===== src/rtl/axi_byte_verify_engine.sv =====
// Byte-verification engine: issues single-byte AXI4 reads for a stream of entries and checks
// the returned lane against the expected byte, tracking pass/fail counts and the first failure.
module axi_byte_verify_engine #(
    parameter int unsigned AXI_ADDR_WIDTH  = 32,
    parameter int unsigned AXI_DATA_WIDTH  = 32,
    parameter int unsigned AXI_ID_WIDTH    = 8,
    parameter int unsigned MAX_OUTSTANDING = 4,
    parameter int unsigned ARID_VALUE      = 0
) (
    input  logic                      clk,
    input  logic                      rst_n,
    input  logic                      phase_start,
    input  logic                      clear_done,
    input  logic                      ent_valid,
    output logic                      ent_ready,
    input  logic [AXI_ADDR_WIDTH-1:0] ent_addr,
    input  logic [7:0]                ent_expected,
    input  logic [31:0]               ent_test_count,
    input  logic                      ent_last,
    output logic [AXI_ADDR_WIDTH-1:0] araddr,
    output logic [AXI_ID_WIDTH-1:0]   arid,
    output logic [7:0]                arlen,
    output logic [2:0]                arsize,
    output logic [1:0]                arburst,
    output logic                      arvalid,
    input  logic                      arready,
    input  logic [AXI_DATA_WIDTH-1:0] rdata,
    input  logic [AXI_ID_WIDTH-1:0]   rid,
    input  logic [1:0]                rresp,
    input  logic                      rlast,
    input  logic                      rvalid,
    output logic                      rready,
    output logic                      phase_busy,
    output logic                      phase_done,
    output logic                      done_latched,
    output logic [31:0]               pass_count,
    output logic [31:0]               fail_count,
    output logic                      err_valid,
    output logic [AXI_ADDR_WIDTH-1:0] err_addr,
    output logic [7:0]                err_expected,
    output logic [7:0]                err_actual,
    output logic [31:0]               err_test_count
);

    localparam int unsigned DataBytes = AXI_DATA_WIDTH / 8;
    localparam int unsigned LaneW     = (DataBytes > 1) ? $clog2(DataBytes) : 1;
    localparam int unsigned PtrW      = (MAX_OUTSTANDING > 1) ? $clog2(MAX_OUTSTANDING) : 1;
    localparam int unsigned CntW      = $clog2(MAX_OUTSTANDING + 1);

    localparam logic [AXI_ID_WIDTH-1:0] ArId    = AXI_ID_WIDTH'(ARID_VALUE);
    localparam logic [PtrW-1:0]         LastPtr = PtrW'(MAX_OUTSTANDING - 1);
    localparam logic [CntW-1:0]         MaxCnt  = CntW'(MAX_OUTSTANDING);

    typedef enum logic [1:0] {StIdle, StActive, StDrain, StFinish} state_e;

    state_e state_q, state_d;

    logic [AXI_ADDR_WIDTH-1:0] fifo_addr [MAX_OUTSTANDING];
    logic [7:0]                fifo_exp  [MAX_OUTSTANDING];
    logic [31:0]               fifo_tc   [MAX_OUTSTANDING];
    logic [LaneW-1:0]          fifo_lane [MAX_OUTSTANDING];
    logic [PtrW-1:0]           wr_ptr_q, rd_ptr_q;
    logic [CntW-1:0]           cnt_q;

    logic                      arvalid_q;
    logic [AXI_ADDR_WIDTH-1:0] araddr_q;

    logic                      res_valid_q, res_pass_q;
    logic [AXI_ADDR_WIDTH-1:0] res_addr_q;
    logic [7:0]                res_exp_q, res_actual_q;
    logic [31:0]               res_tc_q;

    logic [31:0]               pass_q, fail_q;
    logic                      err_valid_q, done_q;
    logic [AXI_ADDR_WIDTH-1:0] err_addr_q;
    logic [7:0]                err_exp_q, err_actual_q;
    logic [31:0]               err_tc_q;

    logic             clear, accept, pop, pass_now;
    logic [LaneW-1:0] lane_in, head_lane;
    logic [7:0]       actual;

    assign clear  = (state_q == StIdle) && phase_start;
    assign accept = ent_valid && ent_ready;
    assign pop    = rvalid && rready;

    assign lane_in   = (DataBytes > 1) ? ent_addr[LaneW-1:0] : '0;
    assign head_lane = fifo_lane[rd_ptr_q];
    assign actual    = rdata[{head_lane, 3'b000} +: 8];
    assign pass_now  = (rresp == 2'b00) && (actual == fifo_exp[rd_ptr_q]) && (rid == ArId) && rlast;

    // FSM: state register
    always_ff @(posedge clk or negedge rst_n) begin
        if (!rst_n) begin
            state_q <= StIdle;
        end else begin
            state_q <= state_d;
        end
    end

    // FSM: next state
    always_comb begin
        state_d = state_q;
        unique case (state_q)
            StIdle:   if (phase_start) state_d = StActive;
            StActive: if (accept && ent_last) state_d = StDrain;
            // Wait for the last result to land in the counters before reporting done
            StDrain:  if (cnt_q == '0 && !arvalid_q && !res_valid_q) state_d = StFinish;
            StFinish: if (clear_done) state_d = StIdle;
            default:  state_d = StIdle;
        endcase
    end

    // FSM: outputs
    always_comb begin
        phase_busy = 1'b0;
        phase_done = 1'b0;
        ent_ready  = 1'b0;
        rready     = 1'b0;
        unique case (state_q)
            StActive: begin
                phase_busy = 1'b1;
                ent_ready  = (!arvalid_q || arready) && (cnt_q < MaxCnt);
                rready     = (cnt_q != '0);
            end
            StDrain: begin
                phase_busy = 1'b1;
                rready     = (cnt_q != '0);
            end
            StFinish: phase_done = 1'b1;
            default: ;
        endcase
    end

    always_ff @(posedge clk) begin
        if (accept) begin
            fifo_addr[wr_ptr_q] <= ent_addr;
            fifo_exp[wr_ptr_q]  <= ent_expected;
            fifo_tc[wr_ptr_q]   <= ent_test_count;
            fifo_lane[wr_ptr_q] <= lane_in;
        end
    end

    always_ff @(posedge clk or negedge rst_n) begin
        if (!rst_n) begin
            wr_ptr_q <= '0;
            rd_ptr_q <= '0;
            cnt_q    <= '0;
        end else if (clear) begin
            wr_ptr_q <= '0;
            rd_ptr_q <= '0;
            cnt_q    <= '0;
        end else begin
            if (accept) wr_ptr_q <= (wr_ptr_q == LastPtr) ? '0 : wr_ptr_q + 1'b1;
            if (pop)    rd_ptr_q <= (rd_ptr_q == LastPtr) ? '0 : rd_ptr_q + 1'b1;
            if (accept && !pop) begin
                cnt_q <= cnt_q + 1'b1;
            end else if (pop && !accept) begin
                cnt_q <= cnt_q - 1'b1;
            end
        end
    end

    // Accept is only possible when the AR slot is free or draining this cycle
    always_ff @(posedge clk or negedge rst_n) begin
        if (!rst_n) begin
            arvalid_q <= 1'b0;
            araddr_q  <= '0;
        end else if (accept) begin
            arvalid_q <= 1'b1;
            araddr_q  <= ent_addr;
        end else if (arready) begin
            arvalid_q <= 1'b0;
        end
    end

    always_ff @(posedge clk or negedge rst_n) begin
        if (!rst_n) begin
            res_valid_q  <= 1'b0;
            res_pass_q   <= 1'b0;
            res_addr_q   <= '0;
            res_exp_q    <= '0;
            res_actual_q <= '0;
            res_tc_q     <= '0;
        end else begin
            res_valid_q <= pop;
            if (pop) begin
                res_pass_q   <= pass_now;
                res_addr_q   <= fifo_addr[rd_ptr_q];
                res_exp_q    <= fifo_exp[rd_ptr_q];
                res_actual_q <= actual;
                res_tc_q     <= fifo_tc[rd_ptr_q];
            end
        end
    end

    always_ff @(posedge clk or negedge rst_n) begin
        if (!rst_n) begin
            pass_q       <= '0;
            fail_q       <= '0;
            err_valid_q  <= 1'b0;
            err_addr_q   <= '0;
            err_exp_q    <= '0;
            err_actual_q <= '0;
            err_tc_q     <= '0;
        end else if (clear) begin
            pass_q       <= '0;
            fail_q       <= '0;
            err_valid_q  <= 1'b0;
            err_addr_q   <= '0;
            err_exp_q    <= '0;
            err_actual_q <= '0;
            err_tc_q     <= '0;
        end else if (res_valid_q) begin
            if (res_pass_q) begin
                if (pass_q != '1) pass_q <= pass_q + 32'd1;
            end else begin
                if (fail_q != '1) fail_q <= fail_q + 32'd1;
                if (!err_valid_q) begin
                    err_valid_q  <= 1'b1;
                    err_addr_q   <= res_addr_q;
                    err_exp_q    <= res_exp_q;
                    err_actual_q <= res_actual_q;
                    err_tc_q     <= res_tc_q;
                end
            end
        end
    end

    always_ff @(posedge clk or negedge rst_n) begin
        if (!rst_n) begin
            done_q <= 1'b0;
        end else if (clear_done) begin
            done_q <= 1'b0;
        end else if (state_d == StFinish && state_q != StFinish) begin
            done_q <= 1'b1;
        end
    end

    assign araddr         = araddr_q;
    assign arvalid        = arvalid_q;
    assign arid           = ArId;
    assign arlen          = 8'd0;
    assign arsize         = 3'd0;
    assign arburst        = 2'b01;
    assign done_latched   = done_q;
    assign pass_count     = pass_q;
    assign fail_count     = fail_q;
    assign err_valid      = err_valid_q;
    assign err_addr       = err_addr_q;
    assign err_expected   = err_exp_q;
    assign err_actual     = err_actual_q;
    assign err_test_count = err_tc_q;

endmodule

===== config.mk =====
export PLATFORM = sky130hd
export DESIGN_NAME = axi_byte_verify_engine
export DESIGN_NICKNAME = d
export VERILOG_FILES = /design/src/rtl/axi_byte_verify_engine.sv
export SDC_FILE = /design/constraint.sdc
export NUM_CORES = 1
export LEC_CHECK = 0
export CORE_AREA = 2 2 225 227
export CTS_CLUSTER_DIAMETER = 120
export DETAILED_ROUTE_END_ITERATION = 16
export DIE_AREA = 0 0 227 229
export PLACE_DENSITY = 0.68
export SLEW_MARGIN = 20
export SYNTH_ARGS = -nofsm -noshare
export SYNTH_HDL_FRONTEND = slang
export SYNTH_SLANG_ARGS = --single-unit

===== constraint.sdc =====
create_clock -name clk -period 4.4 [get_ports clk]
set_clock_uncertainty 0.05 [all_clocks]
set_input_delay 0.88 -clock clk [delete_from_list [all_inputs] [get_ports clk]]
set_output_delay 0.88 -clock clk [all_outputs]
set_load 0.005 [all_outputs]

==> summary.md, run 1 <==
| Metric | Value |
|---|---|
| Layout cell share with drive strength beyond 1 | `11.0%` |
| CTS root buf | `clkbuf_16` |
| HP Class | `input port to asynchronous set/reset pin` |
| Area leader, netlist | `edfxtp_1` |
| Initial drt markers | `1010` |
| FF+latch area | `15400 sq um` |
| Crit-path cells | `inv_1 -> ha_1 -> nor2b_1 -> and2_1 -> clkdlybuf4s50_1` |
| RSZ-0062 raised after global routing | `false` |
| TritonCTS clock tree | `done` |
| Area fraction of the dominant cell type after synthesis | `39.2%` |
| Cell Area, Synth | `22000 sq um` |
| Chip Width | `227 microns` |
| Tmin final | `3.18 ns` |
| Crit Path Category | `register to primary output` |
| Setup TNS | `0 ns` |
| Pin count of the biggest net entering global routing | `108` |
| Clock slew at reported path FFs | `0.06 ns` |
| Final wirelength | `52.3 mm` |
| Nets@finish | `1990` |
| Post-synthesis sequential area ratio | `69.9%` |
| Switching portion of total power | `30.2%` |
| Comb pwr share | `27.7%` |
| Gr ovfl total | `0` |
| Area contributors post-synth | `edfxtp_1 (39%), dfrtp_1 (31%), mux4_2 (7.7%)` |
| Starting density of the core | `44.4%` |
| RePlAce Congestion | `0.873` |
| Post-synth EDFFs | `288` |
| Remaining antenna violation count | `0` |
| CTS H-tree depth | `2` |
| Avg WL per Cell | `20.3 microns` |
| Critical path arrival | `2.25 ns` |
| Vias | `13600` |
| Post-CTS Repair Setup Buffers | `0` |
| Max cap viols | `0` |
| #FFs+latches synth | `558` |
| Crit-path slowest cell | `clkdlybuf4s50_1` |
| Status | `complete, no violations` |
| Syn Inst Count | `1542` |
| Area of the core | `49700 sq um` |
| Prevailing post-synth register cell | `edfxtp_1` |
| CTS Buf Count | `58` |
| GRT Overall Usage | `20.3%` |
| Cts hold-fix bufs | `0` |
| Net Switching | `5.10 mW` |
| Detail-routed via count per cell | `5.27` |
| Ys Warns | `0` |
| Clock latency on the worst-skew pair | `0.62 ns` |
| Most frequent cell after synthesis | `nand2_1` |
| Crit Path Max Fanout | `5` |
| Startpoint Class | `register` |
| CTS-repair resized insts | `0` |
| Initial antenna violation count | `6` |
| Final Slew Violations | `0` |
| VDD IR max | `0.000407 V` |
| Post-route clock period utilization | `72.2%` |
| DRC Markers | `0` |
| Synth-to-Final Area Change | `26.0%` |
| Hpwl dp | `33.3 mm` |
| First-pass GRT wire length | `80.4 mm` |
| Synth Area per Inst | `14.3 sq um` |
| CP max stage delay | `0.51 ns` |
| # fillers | `4054` |
| Total die area | `52000 sq um` |
| Buffers on Ports | `305` |
| Final Hold Viols | `0` |
| I/O pins | `327` |
| Pre-antenna DRT Iters | `5` |
| Non-filler cells, final | `2579` |
| Clk pwr share | `28.7%` |
| Max Fclk | `315 MHz` |
| CTS max path bufs | `3` |
| LEAKAGE | `10.9 nW` |
| Worst Setup End Kind | `primary output` |
| Least-Margin Pin Slew | `1.09 ns` |
| R2r setup slk | `1.40 ns` |
| Synth cell types | `57` |
| Final setup viols | `0` |
| Hold_ws | `0.224 ns` |
| Clock sink count | `558` |
| Area of the multi-input gates | `6210 sq um` |
| # rows | `82` |
| Slew HR | `27.3%` |
| Placed Instances | `2466` |
| Int Power | `11.8 mW` |
| Most frequent cells after synthesis | `nand2_1 (378), edfxtp_1 (288), dfrtp_1 (270), a22o_1 (80), mux4_2 (75)` |
| Reg power frac | `43.6%` |
| Power density over the cells | `609 nW/um^2` |
| Async SR Flop Fraction | `48.4%` |
| Die height | `229 microns` |
| CP required | `3.47 ns` |
| Vias in the first global route | `13900` |
[cell usage in the layout (no fill, tap or decap), types with 6 or more instances in the layout]
| master | Yosys | routed |
|---|---|---|
| a21oi_1 | 25 | 25 |
| o21ai_0 | 22 | 22 |
| clkbuf_16 | 0 | 58 |
| conb_1 | 2 | 21 |
| xor2_1 | 26 | 26 |
| mux2i_1 | 16 | 16 |
| inv_1 | 16 | 15 |
| clkinv_1 | 0 | 11 |
| edfxtp_1 | 288 | 288 |
| nor2_1 | 61 | 60 |
| clkbuf_1 | 56 | 12 |
| and3_1 | 9 | 8 |
| nand3_1 | 24 | 24 |
| buf_4 | 22 | 13 |
| xnor2_1 | 23 | 23 |
| bufinv_16 | 0 | 6 |
| nor3_1 | 7 | 6 |
| a211oi_1 | 7 | 7 |
| clkdlybuf4s50_1 | 0 | 304 |
| dfrtp_1 | 270 | 268 |
| clkinv_2 | 0 | 14 |
| buf_12 | 0 | 9 |
| nand2_1 | 378 | 376 |
| mux4_2 | 75 | 75 |
| nand4_1 | 23 | 23 |
| a22o_1 | 80 | 80 |
| or3_1 | 17 | 17 |
| ha_1 | 12 | 12 |
[flip-flops by register name (all words and copies together) (netlist names), 2 cells and up]
register,cells
fifo_addr,128
fifo_tc,128
araddr,32
err_addr,32
err_test_count,32
fail_count,32
fifo_exp,32
pass_count,32
res_addr_q,32
res_tc_q,32
err_actual,8
err_expected,8
res_actual_q,8
res_exp_q,8
cnt_q,3
rd_ptr_q,2
state_q,2
wr_ptr_q,2
[worst max-delay path: cells and delay by family, from the launching register on]
kind / cells / cell delay, ns
buffers and inverters: 2 / 0.65
flip-flops: 1 / 0.40
AND/OR/NAND/NOR: 2 / 0.38
adder cells (fa/ha/maj): 1 / 0.21
[power groups by stage]
stage / clock network, mW / logic, mW / registers, mW
after detailed placement: 0 / 4.75 / 7.46
after global routing: 5.17 / 5.15 / 7.50
after CTS: 4.96 / 4.78 / 7.38
final: 4.85 / 4.69 / 7.36
after floorplan: 0 / 2.63 / 7.26
after global placement: 0 / 4.69 / 7.42
[through the flow]
stage | power, mW | area, sq um | worst slack [ns] | utilization (%)
floorplan | 9.89 | 22100 | 0.729 | -
global placement | 12.1 | 25900 | 0.813 | 52.1
detailed placement | 12.2 | 25900 | 0.792 | 52.1
CTS | 17.1 | 27800 | 1.19 | 55.9
global route | 17.8 | 27800 | 1.08 | 55.9
finish | 16.9 | 27800 | 1.22 | 55.9
[layer usage]
metal | track usage, % | wire length, microns
met2 | 32.0 | 24600
met3 | 4.62 | 3390
met5 | 0 | 40
met1 | 27.9 | 22800
met4 | 6.70 | 1420
[area by class of cell]
type                       count  area share, %
sequential                   558           55.5
multi-input combinational    893           22.4
timing repair buffer         327           12.0
clock buffer                  74           5.59
tap                          672           3.03
clock inverter                36           1.24
inverter                      16          0.221
antenna                        3         0.0270
[cell families after synthesis]
family                   after synthesis  synth area share, %
other                                  2               0.0341
XOR/XNOR                              49                 1.95
buffers and inverters                110                 2.37
multiplexers                          91                 8.39
AO/OA/AOI/OAI                        161                 5.59
adder cells (fa/ha/maj)               13                0.772
flip-flops                           558                 69.9
AND/OR/NAND/NOR                      558                 11.0
[path summary, 6_finish.rpt]
check	start	endpoint	cells after the start
max	state_q[1]	ent_ready	5
min	rst_n	fail_count[21]	1
max reg2reg	rd_ptr_q[0]	res_pass_q	6
min reg2reg	res_actual_q[4]	res_actual_q[4]	2
max in group asynchronous	rst_n	err_addr[7]	2
min in group clk	res_actual_q[4]	res_actual_q[4]	2
(Power assumes the default switching activity.)
==> inputs of run 2 (changes only) <==
Settings changed: PLACE_DENSITY 0.68 to 0.7.
Clock period 4.4 ns to 2.7 ns, I/O delays scaled along.
==> run 2 against run 1 <==
Net effect: sequential share of layout area down 1.2 points; cell count up 1.2%; largest cell class unchanged; combinational power up 74%; clock power up 75%; via count up 1.7%; register-to-register slack worse by 1.2 ns; worst setup slack worse by 1.2 ns; total power up 69%; die area unchanged; non-clock buffer count up 37; routed wire length up 2.5%.
==> summary.md, run 2 (synthesis gave the netlist of run 1 again) <==
| Metric | Value |
|---|---|
| Net Switching | `8.47 mW` |
| CTS root buf | `clkbuf_16` |
| Final core utilization | `57.2%` |
| Final setup viols | `0` |
| Final wirelength | `53.6 mm` |
| CP required | `2.11 ns` |
| Vias in the first global route | `14100` |
| Final Hold Viols | `0` |
| VDD IR max | `0.000593 V` |
| Chip Width | `227 microns` |
| Initial drt markers | `1063` |
| Pin count of the biggest net entering global routing | `87` |
| Crit-path slowest cell | `dfrtp_1` |
| Slew HR | `44.4%` |
| Least-Margin Pin Slew | `0.835 ns` |
| Area of the core | `49700 sq um` |
| Clock slew at reported path FFs | `0.06 ns` |
| Clock latency on the worst-skew pair | `0.61 ns` |
| Leading cell type in the layout, fill and taps excluded | `nand2_1` |
| TritonCTS clock tree | `done` |
| CTS H-tree depth | `2` |
| CTS Buf Count | `56` |
| Reg power frac | `41.7%` |
| First-pass GRT wire length | `82.3 mm` |
| Crit-path cells | `or3_4 -> and2_4 -> clkdlybuf4s50_1` |
| CP max stage delay | `0.45 ns` |
| Power density over the cells | `1010 nW/um^2` |
| Hold_ws | `0.424 ns` |
| DRC Markers | `0` |
| Initial antenna violation count | `3` |
| I/O pins | `327` |
| Pre-antenna DRT Iters | `5` |
| Int Power | `20.1 mW` |
| Vias | `13800` |
| Starting density of the core | `44.4%` |
| Die height | `229 microns` |
| Worst Setup End Kind | `primary output` |
| Comb pwr share | `28.6%` |
| Max Fclk | `378 MHz` |
| Area of the multi-input gates | `6230 sq um` |
| Max cap viols | `0` |
| Crit-path leading delay family | `simple AND/OR/NAND/NOR gates` |
| Layout cell share with drive strength beyond 1 | `13.1%` |
| # fillers | `3964` |
| Placed Instances | `2498` |
| Tmin final | `2.64 ns` |
| CTS max path bufs | `3` |
| Worst path bufs/invs | `1` |
| Final instance area | `28400 sq um` |
| GRT Overall Usage | `20.7%` |
| Remaining antenna violation count | `0` |
| Final Slew Violations | `0` |
| Hpwl dp | `33.4 mm` |
| FF+latch area | `15400 sq um` |
| Status | `complete, no violations` |
| Detail-routed via count per cell | `5.29` |
| HP Class | `register to register` |
| LEAKAGE | `11.2 nW` |
| # rows | `82` |
| Total die area | `52000 sq um` |
| Gr ovfl total | `0` |
| Crit Path Max Fanout | `4` |
| Nets@finish | `2025` |
| Most frequent cells in the layout | `nand2_1 (376), clkdlybuf4s50_1 (303), edfxtp_1 (288)` |
| Critical path arrival | `2.05 ns` |
| Startpoint Class | `register` |
| Clock sink count | `558` |
| Crit Path Category | `register to primary output` |
| Non-filler cells, final | `2611` |
| Clk pwr share | `29.7%` |
| RePlAce Congestion | `0.861` |
| Buffers on Ports | `305` |
| Post-DP Area | `26300 sq um` |
| RSZ-0062 raised after global routing | `false` |
| Switching portion of total power | `29.7%` |
| Avg WL per Cell | `20.5 microns` |
| Post-route clock period utilization | `97.9%` |
| Synth-to-Final Area Change | `28.8%` |
| Top flop regs | `fifo_addr (128), fifo_tc (128)` |
[run 2: repair_timing]
action	CTS	global route
setup buffers	1	3
hold buffers	1	0
resized for setup	6	0
endpoints found under the hold margin	57	0
endpoints found under the setup margin	2	1
[run 2: power groups by stage]
stage / clock network, mW / logic [mW] / registers, mW
floorplan: 0 / 4.29 / 11.8
global placement: 0 / 7.98 / 12.0
detailed placement: 0 / 8.15 / 12.0
CTS: 8.65 / 8.25 / 11.9
global route: 8.99 / 8.94 / 12.1
finish: 8.49 / 8.16 / 11.9
[run 2: final cells by class]
class | count | share of cell area, %
flip-flops and latches | 558 | 54.3
multi-input cells | 893 | 21.9
repair buffers | 364 | 13.4
clock buffers | 77 | 5.53
well taps | 672 | 2.96
clock inverters | 29 | 1.68
inverters | 16 | 0.216
diodes | 2 | 0.0176
[run 2: final timing paths]
path / from / to / slack [ns] / cells after the start
max: cnt_q[2] / rready / 0.06 / 3
min: res_addr_q[24] / res_addr_q[24] / 0.42 / 2
max reg2reg: rd_ptr_q[0] / res_pass_q / 0.19 / 6
max in group asynchronous: rst_n / done_latched / 1.30 / 3
min reg2reg: res_addr_q[24] / res_addr_q[24] / 0.42 / 2
min in group asynchronous: rst_n / fail_count[27] / 0.44 / 2
[run 2: per-layer routing]
metal,wire length [microns],track usage [%],vias to the layer above,share of wire [%]
li1,-,-,6281,-
met1,23100,28.2,7033,43
met2,26000,34.1,436,49
met3,3440,4.40,61,6.4
met4,1090,5.29,2,2.0
met5,15,0,-,0.028
[run 2: worst register-to-register path, delay by kind of cell (launching register included)]
kind             cells  cell delay, ns
XOR/XNOR             1            0.16
AND/OR/NAND/NOR      1            0.12
AO/OA/AOI/OAI        1            0.34
flip-flops           1            0.44
multiplexers         3            1.28
[run 2: per-stage QoR]
step,power (mW),TNS (ns),setup WS (ns)
3_3_place_gp,19.9,-0.149,-0.0522
3_5_place_dp,20.2,-0.130,-0.0513
2_1_floorplan,16.1,-9.89,-0.0343
4_1_cts,28.8,0,0.0249
6_report,28.5,0,0.0558
5_1_grt,30.0,0,0.00554
==> inputs of run 3 (changes only) <==
Settings changed: CTS_CLUSTER_DIAMETER 120 to default.
Clock period 2.7 ns to 2.3 ns, I/O delays scaled along.
==> run 3 against run 2 <==
Net effect: register-to-register slack got worse by 0.29 ns; critical endpoint is now res_pass_q; first-iteration DRC count decreased by 11%; sequential share of layout area decreased by 1.6 points; the run now ends with setup timing left; non-clock buffer count increased by 96; largest power group unchanged; sequential power increased by 17%.
==> summary.md, run 3 (synthesis gave the netlist of run 1 again) <==
| Metric | Value |
|---|---|
| Initial antenna violation count | `8` |
| RePlAce Congestion | `0.849` |
| TritonCTS clock tree | `done` |
| Buffers on Ports | `305` |
| Origin of the critical flop-to-flop path | `rd_ptr_q[0]` |
| Crit Path Category | `register to register` |
| Crit Path Max Fanout | `12` |
| Slew HR | `63.6%` |
| Final Hold Viols | `0` |
| Final Slew Violations | `0` |
| Tmin final | `2.40 ns` |
| Leading cell type in the layout, fill and taps excluded | `nand2_1` |
| Synth-to-Final Area Change | `32.6%` |
| DRC Markers | `0` |
| Pre-antenna DRT Iters | `5` |
| Crit-path leading delay family | `multiplexers` |
| Clock sink count | `558` |
| Hpwl dp | `37.0 mm` |
| Chip Width | `227 microns` |
| Starting density of the core | `44.4%` |
| R2r setup slk | `-0.10 ns` |
| Final setup viols | `2` |
| CTS max path bufs | `3` |
| CP required | `2.73 ns` |
| Register-to-Register Path Depth | `6` |
| RSZ-0062 raised after global routing | `true` |
| FF-to-FF End | `res_pass_q` |
| Area of the core | `49700 sq um` |
| CTS Buf Count | `56` |
| HP Class | `input port to asynchronous set/reset pin` |
| Avg WL per Cell | `20.6 microns` |
| CTS root buf | `clkbuf_16` |
| Setup TNS | `-0.146 ns` |
| Most frequent cells in the layout | `nand2_1 (375), clkdlybuf4s50_1 (300), edfxtp_1 (288)` |
| FF+latch area | `15400 sq um` |
| Initial drt markers | `951` |
| Status | `finished with violations` |
| Final instance area | `29200 sq um` |
| Max cap viols | `0` |
| VDD IR max | `0.000807 V` |
| Vias | `14300` |
| Remaining antenna violation count | `0` |
| Nets@finish | `2121` |
| Top flop regs | `fifo_addr (128), fifo_tc (128)` |
| Die height | `229 microns` |
| Post-route clock period utilization | `105%` |
| LEAKAGE | `11.7 nW` |
| Critical Path Most Common Cell | `mux4_2` |
| Final wirelength | `55.7 mm` |
| Least-Margin Pin Slew | `0.545 ns` |
| Crit-path cells | `mux4_2 -> buf_12 -> buf_4 -> mux4_2 -> xor2_1 -> o41ai_2` |
| Startpoint Class | `register` |
| Clock latency on the worst-skew pair | `0.60 ns` |
| Setup crit end | `res_pass_q` |
| Total die area | `52000 sq um` |
| Critical path arrival | `2.83 ns` |
| I/O pins | `327` |
| CP max stage delay | `0.53 ns` |
| Post-DP Area | `26900 sq um` |
| Gr ovfl total | `0` |
| Failing checks | `setup timing` |
| # rows | `82` |
| Clock slew at reported path FFs | `0.06 ns` |
| Final worst slack | `-0.105 ns` |
| Vias in the first global route | `14800` |
| Tot Pwr | `33.6 mW` |
| Power density over the cells | `1150 nW/um^2` |
| Detail-routed via count per cell | `5.27` |
| Max Fclk | `416 MHz` |
| Worst Setup End Kind | `register` |
| Pin count of the biggest net entering global routing | `87` |
| Area of the multi-input gates | `6460 sq um` |
| First-pass GRT wire length | `85.6 mm` |
| Crit-path slowest cell | `mux4_2` |
| GRT Overall Usage | `21.6%` |
| CP startpoint | `rd_ptr_q[0]` |
| Layout cell share with drive strength beyond 1 | `18.5%` |
| Worst path bufs/invs | `2` |
| # fillers | `3912` |
| Cell depth of the worst setup path | `6` |
| CTS H-tree depth | `2` |
| Hold_ws | `0.365 ns` |
-- run 3: where the power goes --
group	internal (mW)	switching, mW	leakage, nW
Clock	5.35	3.76	0.910
Combinational	5.40	5.17	4.59
Sequential	12.8	1.16	6.18
-- run 3: metrics by stage --
step,setup slack (ns),instances,util [%]
2_1_floorplan,0.0129,1561,-
3_3_place_gp,-0.311,2583,54.3
3_5_place_dp,-0.293,2583,54.3
4_1_cts,-0.123,2695,58.2
5_1_grt,-0.193,2709,58.8
6_report,-0.105,2710,58.9
-- run 3: what timing repair did --
item / CTS / global route
setup endpoints to repair: 9 / 56
buffers inserted: 5 / 11
gates resized for setup: 25 / 48
pin swaps: 5 / 13
hold endpoints to repair: 40 / 0
hold buffers: 1 / 0
-- run 3: worst min path at each step --
stage                    endpoint  cells after the start  start  slack, ns
detailed placement  fail_count[5]                      1  rst_n       0.39
global placement    fail_count[5]                      1  rst_n       0.39
finish              fail_count[5]                      2  rst_n       0.37
global route        fail_count[5]                      2  rst_n       0.39
CTS                 fail_count[5]                      2  rst_n       0.35
floorplan               araddr[0]                      0  rst_n       0.11
-- run 3: final cells by class --
| type | count | area share (%) |
|---|---|---|
| clock buffers | 76 | 5.37 |
| multi-input cells | 893 | 22.1 |
| clock inverters | 30 | 1.01 |
| flip-flops and latches | 558 | 52.7 |
| repair buffers | 460 | 15.6 |
| well taps | 672 | 2.88 |
| diodes | 5 | 0.0428 |
| inverters | 16 | 0.223 |
-- run 3: worst register-to-register path, delay by kind of cell (launching register included) --
| family | cells | cell delay, ns |
|---|---|---|
| muxes | 2 | 1.00 |
| buffers and inverters | 2 | 0.36 |
| xor gates and xnor gates | 1 | 0.18 |
| AOI/OAI and AO/OA | 1 | 0.29 |
| DFF | 1 | 0.42 |
-- run 3: per-layer routing --
layer  vias to the layer above  routed length [microns]  track usage (%)
met3                        89                     3950             4.82
met2                       453                    27700             36.2
met4                         8                     1350             7.19
met5                         -                       53                0
li1                       6476                        -                -
met1                      7249                    22700             28.0
